===== config.mk =====
export PLATFORM = sky130hd
export DESIGN_NAME = instr_fetch_flat
export DESIGN_NICKNAME = d
export VERILOG_FILES = /design/src/rtl/cpu_pkg.sv /design/src/rtl/instr_fetch_if.sv /design/src/rtl/instr_fetch_pc_reg.sv /design/src/rtl/instr_fetch.sv /design/src/flat_wrapper.sv
export SDC_FILE = /design/constraint.sdc
export NUM_CORES = 1
export LEC_CHECK = 0
export BUFFER_PORTS_ARGS = -buffer_cell sky130_fd_sc_hd__buf_4
export CAP_MARGIN = 20
export CORE_UTILIZATION = 47
export CTS_BUF_LIST = sky130_fd_sc_hd__clkbuf_4
export CTS_CLUSTER_DIAMETER = 120
export DETAILED_ROUTE_END_ITERATION = 8
export GPL_TIMING_DRIVEN = 0
export PLACE_DENSITY = 0.8
export SLEW_MARGIN = 0
export SYNTH_ARGS = -nofsm -noshare
export SYNTH_HDL_FRONTEND = slang
export SYNTH_SLANG_ARGS = --single-unit

===== constraint.sdc =====
create_clock -name clk -period 1.6 [get_ports clk]
set_input_delay 0.08 -clock clk [delete_from_list [all_inputs] [get_ports clk]]
set_output_delay 0.08 -clock clk [all_outputs]
set_load 0.05 [all_outputs]

===== src/rtl/cpu_pkg.sv =====
// Shared definitions for the 8-bit processor front end.
// Holds the opcode constants (IR[7:5]), the legality check and the fetch FSM state type.
// control_unit decodes against the same constants.
package cpu_pkg;

  localparam logic [2:0] OP_ADD  = 3'b000;
  localparam logic [2:0] OP_ADDI = 3'b100;
  localparam logic [2:0] OP_SW   = 3'b101;
  localparam logic [2:0] OP_LW   = 3'b110;
  localparam logic [2:0] OP_SLL  = 3'b111;

  typedef enum logic [1:0] {
    IDLE  = 2'd0,
    FETCH = 2'd1,
    ISSUE = 2'd2,
    HALT  = 2'd3
  } fetch_state_t;

  // Opcodes 001/010/011 are undefined and halt the fetch stage.
  function automatic logic op_is_legal(input logic [2:0] op);
    logic legal;
    legal = 1'b0;
    unique case (op)
      OP_ADD, OP_ADDI, OP_SW, OP_LW, OP_SLL: legal = 1'b1;
      default:                               legal = 1'b0;
    endcase
    return legal;
  endfunction

endpackage


===== src/rtl/instr_fetch_if.sv =====
// Instruction-memory request/acknowledge bus.
//   req   : fetch request (master -> slave)
//   addr  : fetch address, PC_W bits (master -> slave)
//   rdata : instruction byte, valid while ack=1 (slave -> master)
//   ack   : request accepted, rdata returned this cycle (slave -> master)
interface instr_fetch_if #(
  parameter int unsigned PC_W = 8
);

  logic            req;
  logic [PC_W-1:0] addr;
  logic [7:0]      rdata;
  logic            ack;

  modport master (
    output req,
    output addr,
    input  rdata,
    input  ack
  );

  modport slave (
    input  req,
    input  addr,
    output rdata,
    output ack
  );

endinterface


===== src/rtl/instr_fetch_pc_reg.sv =====
// Program counter register: load, increment (modulo 2^PC_W) or hold.
//   clk      : clock
//   reset_n  : synchronous active-low reset, loads RESET_PC
//   load     : load load_val (takes priority over inc)
//   load_val : value to load
//   inc      : advance PC by one, wrapping silently
//   pc       : current PC
module pc_reg #(
  parameter int unsigned     PC_W     = 8,
  parameter logic [PC_W-1:0] RESET_PC = '0
) (
  input  logic            clk,
  input  logic            reset_n,
  input  logic            load,
  input  logic [PC_W-1:0] load_val,
  input  logic            inc,
  output logic [PC_W-1:0] pc
);

  logic [PC_W-1:0] pc_q;
  logic [PC_W-1:0] pc_d;

  always_comb begin
    pc_d = pc_q;
    if (load) begin
      pc_d = load_val;
    end else if (inc) begin
      pc_d = pc_q + PC_W'(1);
    end
  end

  always_ff @(posedge clk) begin
    if (!reset_n) begin
      pc_q <= RESET_PC;
    end else begin
      pc_q <= pc_d;
    end
  end

  assign pc = pc_q;

endmodule


===== src/rtl/instr_fetch.sv =====
// Fetch stage of the 8-bit processor, upstream of control_unit.
// Requests instruction bytes at PC, latches them into the IR, presents the IR with a valid
// flag until downstream accepts it, and halts permanently (until reset) on an undefined opcode.
//   clk         : clock, rising edge
//   reset_n     : synchronous active-low reset
//   imem        : instruction-memory bus (master side)
//   stall       : downstream cannot accept; hold current instruction
//   instr       : IR contents, [7:5] feed control_unit
//   instr_valid : instr holds a legal, un-consumed instruction
//   pc_out      : address instr was fetched from
//   halted      : stage halted, sticky until reset
//   illegal_op  : halt caused by an undefined opcode, sticky
module instr_fetch
  import cpu_pkg::*;
#(
  parameter int unsigned     PC_W     = 8,
  parameter logic [PC_W-1:0] RESET_PC = '0
) (
  input  logic                 clk,
  input  logic                 reset_n,
  instr_fetch_if.master        imem,
  input  logic                 stall,
  output logic [7:0]           instr,
  output logic                 instr_valid,
  output logic [PC_W-1:0]      pc_out,
  output logic                 halted,
  output logic                 illegal_op
);

  fetch_state_t    state_q;
  logic [7:0]      ir_q;
  logic            illegal_q;
  logic [PC_W-1:0] pc;
  logic            pc_inc;

  // PC only moves when an issued instruction is consumed, so it always names the IR's source.
  assign pc_inc = (state_q == ISSUE) && !stall;

  pc_reg #(
    .PC_W     (PC_W),
    .RESET_PC (RESET_PC)
  ) u_pc_reg (
    .clk      (clk),
    .reset_n  (reset_n),
    .load     (1'b0),
    .load_val (RESET_PC),
    .inc      (pc_inc),
    .pc       (pc)
  );

  always_ff @(posedge clk) begin
    if (!reset_n) begin
      state_q   <= IDLE;
      ir_q      <= 8'h00;
      illegal_q <= 1'b0;
    end else begin
      unique case (state_q)
        IDLE: begin
          state_q <= FETCH;
        end
        FETCH: begin
          if (imem.ack) begin
            if (op_is_legal(imem.rdata[7:5])) begin
              ir_q    <= imem.rdata;
              state_q <= ISSUE;
            end else begin
              illegal_q <= 1'b1;
              state_q   <= HALT;
            end
          end
        end
        ISSUE: begin
          if (!stall) begin
            state_q <= FETCH;
          end
        end
        HALT: begin
          state_q <= HALT;
        end
        default: begin
          state_q <= IDLE;
        end
      endcase
    end
  end

  // Outputs depend on registered state only; no path from stall/ack to req.
  assign imem.req    = (state_q == FETCH);
  assign imem.addr   = pc;
  assign instr       = ir_q;
  assign instr_valid = (state_q == ISSUE);
  assign pc_out      = pc;
  assign halted      = (state_q == HALT);
  assign illegal_op  = illegal_q;

endmodule


===== src/flat_wrapper.sv =====
// flat-port wrapper written by rule: the top's interface ports become plain ports
module instr_fetch_flat import cpu_pkg::*;
#(
  parameter int unsigned     PC_W     = 8,
  parameter logic [PC_W-1:0] RESET_PC = '0
)
  (clk, reset_n, stall, instr, instr_valid, pc_out, halted, illegal_op, imem_req, imem_addr, imem_rdata, imem_ack);
  instr_fetch_if #(.PC_W(PC_W)) imem_i ();
  input  logic clk;
  input  logic reset_n;
  input  logic stall;
  output logic [7:0] instr;
  output logic instr_valid;
  output logic [PC_W-1:0] pc_out;
  output logic halted;
  output logic illegal_op;
  output wire logic [$bits(imem_i.req)-1:0] imem_req;
  output wire logic [$bits(imem_i.addr)-1:0] imem_addr;
  input wire logic [$bits(imem_i.rdata)-1:0] imem_rdata;
  input wire logic [$bits(imem_i.ack)-1:0] imem_ack;
  assign imem_req = imem_i.req;
  assign imem_addr = imem_i.addr;
  assign imem_i.rdata = imem_rdata;
  assign imem_i.ack = imem_ack;
  instr_fetch #(.PC_W(PC_W), .RESET_PC(RESET_PC)) u_core (.clk(clk), .reset_n(reset_n), .imem(imem_i), .stall(stall), .instr(instr), .instr_valid(instr_valid), .pc_out(pc_out), .halted(halted), .illegal_op(illegal_op));
endmodule

==> metrics.md, run 1 <==
| Metric | Value |
|---|---|
| Pwr dens | approximately 750 nW/um^2 |
| Leading cell types in the layout, fill and taps excluded | buf_4, dfxtp_1, a21oi_1 |
| Worst hold path class | in2reg |
| Critical-path cell list | dlygate4sd3_1 > buf_4 > or2_1 > clkbuf_2 > or4_1 > a21oi_2 |
| Area of the die | ~2000 um^2 |
| Via-to-Cell Ratio | 5.278 |
| Post-synth top area share | 0.4412 |
| Layout cells sized above 1 | 0.3958 |
| CTS root buf | clkbuf_4 |
| Total CTS buffers | 3 |
| DR WL/cell | 11.94 um |
| Finished Layout Cells | about 170 |
| Endpoints failing hold | 0 |
| DP HPWL | around 1500 um |
| Post-synth top area cell | dfxtp_1 |
| Rows | 15 |
| CTS sink count | 19 |
| Commonest non-fill, non-tap cell in the layout | buf_4 |
| YS warnings | 0 |
| Power Internal | between 600 and 700 uW |
| Switching power | approximately 260 uW |
| Pleak | between 0.5 and 0.6 nW |
| Core area | about 1700 um^2 |
| Clock share of power | 0.280 |
| Hold Slack | about 0.034 ns |
| Area grow syn2layout | 43.69% |
| Filler cells | 150 |
| GR Util All Layers | 0.2170 |
| Period utilization | 0.9654 |
| Worst path buffer plus inverter count | 3 |
| Starting DRT DRC Count | 5 |
| Flops & latches, synth | 19 |
| Clock-pin transition on the worst setup and hold timing paths | ~0.1 ns |
| Synth cell types | 32 |
| Clk buf depth | 2 |
| Antenna violations before repair | 0 |
| RSZ-0062 raised after global routing | false |
| Die height | about 45 um |
| Worst-Margin Slew | ~0.46 ns |
| Htree depth | 1 |
| Reg power frac | 0.538 |
| Synth Instances | 100 |
| Synth top area cells | dfxtp_1, a21oi_1, buf_4 |
| ANT nets after route | 0 |
| Ant diodes | 0 |
| First-pass GRT wire length | about 3200 um |
| CTS tree | done |
| Drt first pass iters | 4 |
| Tmin final | 1.545 ns |
| Sw frac | 0.2852 |
| Fin Setup TNS | 0 ns |
| FMAX | about 650 MHz |
| Largest net degree at the start of global routing | 11 |
| Status | completed |
| Delay-heaviest family, CP | buffers and inverters |
| Drt total wl | just over 2000 um |
| CP arrival | 1.78 ns |
| CP Class | in2reg |
| Largest stage delay, worst path | between 0.5 and 0.6 ns |
| Total of max-cap violations | 0 |
| Setup Skew | 0.001425 ns |
| WP data required | around 1.8 ns |
| Latest clock arrival within the worst-skew pair | 0.29 ns |
| Maximum VDD drop | between 0.0005 and 0.0006 V |
| Crit start category | primary input |
| Largest fanout on the critical path | 6 |
| Total gr overflow | 0 |
| Seq/Total Area, Yosys | 0.4412 |
| Post-route DRC | 0 |
| Comb power frac | 0.182 |
| Mapped Avg Cell Area | approximately 8.6 um^2 |
| Die W | around 45 um |
| DP Cell Count | roughly 160 |
| I/O Buffers | 39 |
| Final slew viol count | 0 |
| Post-synthesis instance area | around 860 um^2 |
| NumNets Final | 158 |
| Critical path's slowest cell | dlygate4sd3_1 |
| Gpl congestion | between 0.7 and 0.8 |
| Vias in the first global route | 781 |
| Setup Viol. Count Final | 0 |
| Starting Density | 0.4993 |
| CP Capture Type | flop |
| Worst rel slew slack | 0.6922 |
| Number of post-CTS setup repair buffers | 0 |
| Net count after synthesis | between 100 and 150 |
| Via count | slightly below 900 |
| I/O pin total | 40 |
## cell type report
type / count / area, um^2 / share of cell area
multi-input combinational: 67 / 407.9 / 0.3293
sequential: 19 / 382.9 / 0.3091
timing repair buffer: 40 / 302.8 / 0.2444
buffer: 11 / 72.57 / 0.05859
tap: 25 / 31.28 / 0.02525
clock buffer: 4 / 30.03 / 0.02424
inverter: 3 / 11.26 / 0.009091
## synth_stat cells
cell type,number
nand4_1,1
buf_1,1
or3_1,2
mux2i_1,2
o21bai_1,1
o21ai_0,10
and2_1,1
dfxtp_1,19
clkinv_1,1
and3b_1,1
nand3b_1,1
o31ai_1,2
nor2b_1,1
o21ba_2,1
xnor2_1,2
nor2_1,4
clkbuf_1,1
clkbuf_2,1
nand3_1,9
nand4bb_1,1
nor4_1,1
inv_1,2
a221oi_1,1
or4_1,2
or2_1,1
a21oi_1,14
and2b_1,1
nand2b_1,1
nor3b_1,1
nand2_1,5
ha_1,1
buf_4,8
## cells by family (layout without fill, tap and decap cells)
group | count (synthesis) | in the layout | share of synthesized area
XOR/XNOR | 2 | 2 | 0.02032
flip-flops | 19 | 19 | 0.4412
AO/OA/AOI/OAI | 29 | 29 | 0.1872
buffers and inverters | 14 | 58 | 0.09723
AND/OR/NAND/NOR | 33 | 33 | 0.2163
adder cells (fa/ha/maj) | 1 | 1 | 0.01451
multiplexers | 2 | 2 | 0.02322
## tightest hold or removal path, delay by kind of cell
family          cells  cell delay [ns]
buf+inv             1             0.11
simple gates        1             0.05
compound gates      1             0.05
## power by group through the flow
stage,clock (mW),combinational [mW],sequential (mW)
2_1_floorplan,0,0.0699,0.542
3_3_place_gp,0,0.163,0.509
3_5_place_dp,0,0.166,0.510
4_1_cts,0.263,0.168,0.499
5_1_grt,0.288,0.179,0.502
6_report,0.260,0.169,0.499
## through the flow
stage	utilization	power (mW)	area, um^2	setup slack (ns)
2_1_floorplan	-	0.6120	864.6	0.05383
3_3_place_gp	0.6884	0.6726	1189	0.1662
3_5_place_dp	0.6884	0.6761	1189	0.1286
4_1_cts	0.7116	0.9304	1229	0.08106
5_1_grt	0.7174	0.9680	1239	0.005838
6_report	0.7174	0.9276	1239	0.05537
## worst paths after layout
check	start	end	slack [ns]	cells after the start
hold / removal	imem_rdata[4]	u_core.instr[4]	0.03	3
hold reg to reg	u_core.instr[0]	u_core.instr[0]	0.49	2
setup / recovery	stall	u_core.u_pc_reg.pc[5]	0.06	6
setup reg to reg	u_core.state_q[0]	u_core.u_pc_reg.pc[5]	0.09	4
## per-layer routing
metal	global-route usage	routed length, um	up-vias
li1	-	-	438
met1	0.2682	875	414
met2	0.3647	1017	33
met3	0.04000	94	7
met4	0.1030	31	0
met5	0	0	-
## repair_timing
action                                  4_1_cts  5_1_grt
gates resized for setup                       0        2
hold buffers                                  1        0
hold endpoints to repair                      1        0
endpoints found under the setup margin        0        2
Note: power is estimated with default switching activity, not from simulation.
==> inputs of run 2 (changes only) <==
ABC_AREA = 1   (was default)
CAP_MARGIN = 40   (was 20)
SLEW_MARGIN = 20   (was 0)
==> run 2 against run 1 <==
Combinational power grew 7%. Clock-buffer cell count is the same. Non-clock buffer count shrank 3. Power grew 1.7%. Hold slack lost 0.031 ns. Cell count grew 16%. Flip-flop and latch count is the same. Core utilization shrank 0.41 points. Synthesized cell count grew 28%. Critical path type is now reg2reg. Largest power group unchanged.
==> metrics.md, run 2 <==
| Metric | Value |
|---|---|
| Critical R2R Launch | u_core.u_pc_reg.pc[1] |
| Via count | between 800 and 900 |
| Setup Skew | ~0.0027 ns |
| Post-synthesis instance area | between 800 and 900 um^2 |
| Commonest non-fill, non-tap cell in the layout | buf_4 |
| Antenna violations before repair | 0 |
| Synth top area cells | dfxtp_1, nor2_1, nand2_1 |
| R2R Path End | u_core.u_pc_reg.pc[6] |
| Fraction of registers with async set/reset | 0 |
| Largest net degree at the start of global routing | 11 |
| Pwr dens | 757.6 nW/um^2 |
| Power Internal | 664.8 uW |
| Die W | about 46 um |
| Largest stage delay, worst path | about 0.43 ns |
| I/O pin total | 40 |
| Starting Density | 0.5104 |
| RSZ-0062 raised after global routing | false |
| Number of post-CTS setup repair buffers | 0 |
| Critical-path cell list | ha_1 > inv_1 > nor2_2 > nand4_1 > nand2_1 > nor2_1 |
| Net count after synthesis | approximately 140 |
| Total CTS buffers | 3 |
| CP arrival | 1.40 ns |
| Area post-placement | around 1200 um^2 |
| End of the critical path | u_core.u_pc_reg.pc[6] |
| Die height | ~46 um |
| Tmin final | roughly 1.2 ns |
| WP data required | between 1.5 and 2 ns |
| Drt total wl | between 2000 and 2500 um |
| FMAX | 834.9 MHz |
| Area of the die | between 2000 and 2500 um^2 |
| Period utilization | 0.7486 |
| Largest fanout on the critical path | 6 |
| Clk buf depth | 2 |
| Layout cells sized above 1 | 0.3392 |
| CTS resizes | 0 |
| Most frequent cell after synthesis | nor2_1 |
| NumNets Final | 185 |
| FF-to-FF path depth | 6 |
| Via-to-Cell Ratio | roughly 4.6 |
| Pleak | ~0.66 nW |
| Endpoints failing hold | 0 |
| Critical Path Source | u_core.u_pc_reg.pc[1] |
| Total of max-cap violations | 0 |
| Area grow syn2layout | 39.75% |
| First-pass GRT wire length | about 3000 um |
| Number of synthesized flops with an enable pin | 0 |
| Comb power frac | 0.192 |
| Synth cell types | 17 |
| Synth Flop Type | dfxtp_1 |
| CTS sink count | 19 |
| Critical path's slowest cell | dfxtp_1 |
| Delay-heaviest family, CP | flip-flops |
| Latest clock arrival within the worst-skew pair | approximately 0.29 ns |
| Rows | 15 |
| Final setup margin | 0.4022 ns |
| Fin Setup TNS | 0 ns |
| Crit. path cell count | 6 |
| Sw frac | 0.2951 |
| Leading cell types in the layout, fill and taps excluded | buf_4, nor2_1, nand2_1 |
| Reg2reg setup slack | about 0.4 ns |
| Worst-Margin Slew | between 0.3 and 0.4 ns |
| Setup Viol. Count Final | 0 |
| Status | completed |
| Seq/Total Area, Yosys | 0.4270 |
| Worst rel slew slack | 0.7377 |
| Switching power | ~280 uW |
| Synth Instances | between 100 and 150 |
| ANT nets after route | 0 |
| Ant diodes | 0 |
| CP Capture Type | flop |
| Gpl congestion | about 0.81 |
| Drt first pass iters | 3 |
| Mapped Avg Cell Area | 6.960 um^2 |
| Worst hold path class | in2reg |
| Clock share of power | 0.275 |
| Post-CTS Hold Buffers | 0 |
| Post-route DRC | 0 |
| Maximum VDD drop | roughly 0.00066 V |
| Core area | 1745 um^2 |
| Crit start category | flop |
| Total gr overflow | 0 |
| Clock-pin transition on the worst setup and hold timing paths | roughly 0.11 ns |
| Final slew viol count | 0 |
| DR WL/cell | 10.23 um |
| Flops & latches, synth | 19 |
| Pre-CTS WS | 0.3833 ns |
| Worst path buffer plus inverter count | 1 |
| DP HPWL | around 1600 um |
| Reg power frac | 0.533 |
| Starting DRT DRC Count | 8 |
| Most frequent cells after synthesis | nor2_1, nand2_1, dfxtp_1, inv_1, o21ai_0 |
| I/O Buffers | 39 |
| GR Util All Layers | 0.2079 |
| Post-synth top area share | 0.4270 |
| YS warnings | 0 |
| CP Class | reg2reg |
| CTS tree | done |
| Post-synth top area cell | dfxtp_1 |
| Vias in the first global route | 745 |
| Htree depth | 1 |
| Fin area | approximately 1200 um^2 |
| CTS root buf | clkbuf_4 |
run 2: changes by cell type after synthesis, sizes merged, moves of 3 or more:
cell	change
inv	+18
nand4	+3
a21oi	-8
nand2	+18
nand3	-6
nor2	+28
run 2: metrics by stage:
stage	total power, mW	util	cells	hold slack [ns]
after global placement	0.6909	0.6961	192	0.3042
after global routing	0.9827	0.7133	196	0.008203
after detailed placement	0.6957	0.6961	192	0.3082
after CTS	0.9443	0.7133	196	0.004173
final	0.9432	0.7133	196	0.003932
after floorplan	0.6286	-	128	0.2148
run 2: cell families (layout without fill, tap and decap cells):
kind of cell,count (synthesis),in the layout,share of synthesized area
buffers and inverters,29,72,0.1559
AND/OR/NAND/NOR,63,63,0.3132
flip-flops,19,19,0.4270
adder cells (fa/ha/maj),1,1,0.01404
AO/OA/AOI/OAI,16,16,0.08989
run 2: worst min-delay path by stage:
stage | cells past startpoint | startpoint | endpoint | slack (ns)
2_1_floorplan | 2 | reset_n | u_core.u_pc_reg.pc[5] | 0.21
3_3_place_gp | 3 | imem_rdata[0] | u_core.instr[0] | 0.30
3_5_place_dp | 3 | imem_rdata[0] | u_core.instr[0] | 0.31
4_1_cts | 3 | imem_rdata[1] | u_core.instr[1] | 0.004
5_1_grt | 3 | imem_rdata[1] | u_core.instr[1] | 0.008
6_report | 3 | imem_rdata[1] | u_core.instr[1] | 0.004
run 2: layer usage:
metal	GRT usage	vias up	wire, um
met5	0	-	0
met2	0.3886	29	1026
met3	0.05556	2	115
met1	0.2268	391	851
met4	0.05455	0	12
li1	-	473	-
run 2: worst register-to-register path, stage by stage, from the launching register on:
cell and delay (ns):
dfxtp_1 0.43, ha_1 0.22, inv_1 0.06, nor2_2 0.17, nand4_1 0.11, nand2_1 0.08
nor2_1 0.04
run 2: power groups by stage:
stage	logic, mW	clock network, mW	registers (mW)
after floorplan	0.0668	0	0.562
after global placement	0.179	0	0.512
after detailed placement	0.183	0	0.513
after CTS	0.183	0.259	0.503
after global routing	0.193	0.285	0.505
final	0.181	0.259	0.503
run 2: layout make-up:
| class | count | area (um^2) |
|---|---|---|
| fillers | 154 | 500.5 |
| flip-flops and latches | 19 | 380.4 |
| multi-input cells | 80 | 371.6 |
| repair buffers | 39 | 292.8 |
| inverters | 20 | 75.07 |
| plain buffers | 9 | 63.81 |
| well taps | 25 | 31.28 |
| clock buffers | 4 | 30.03 |
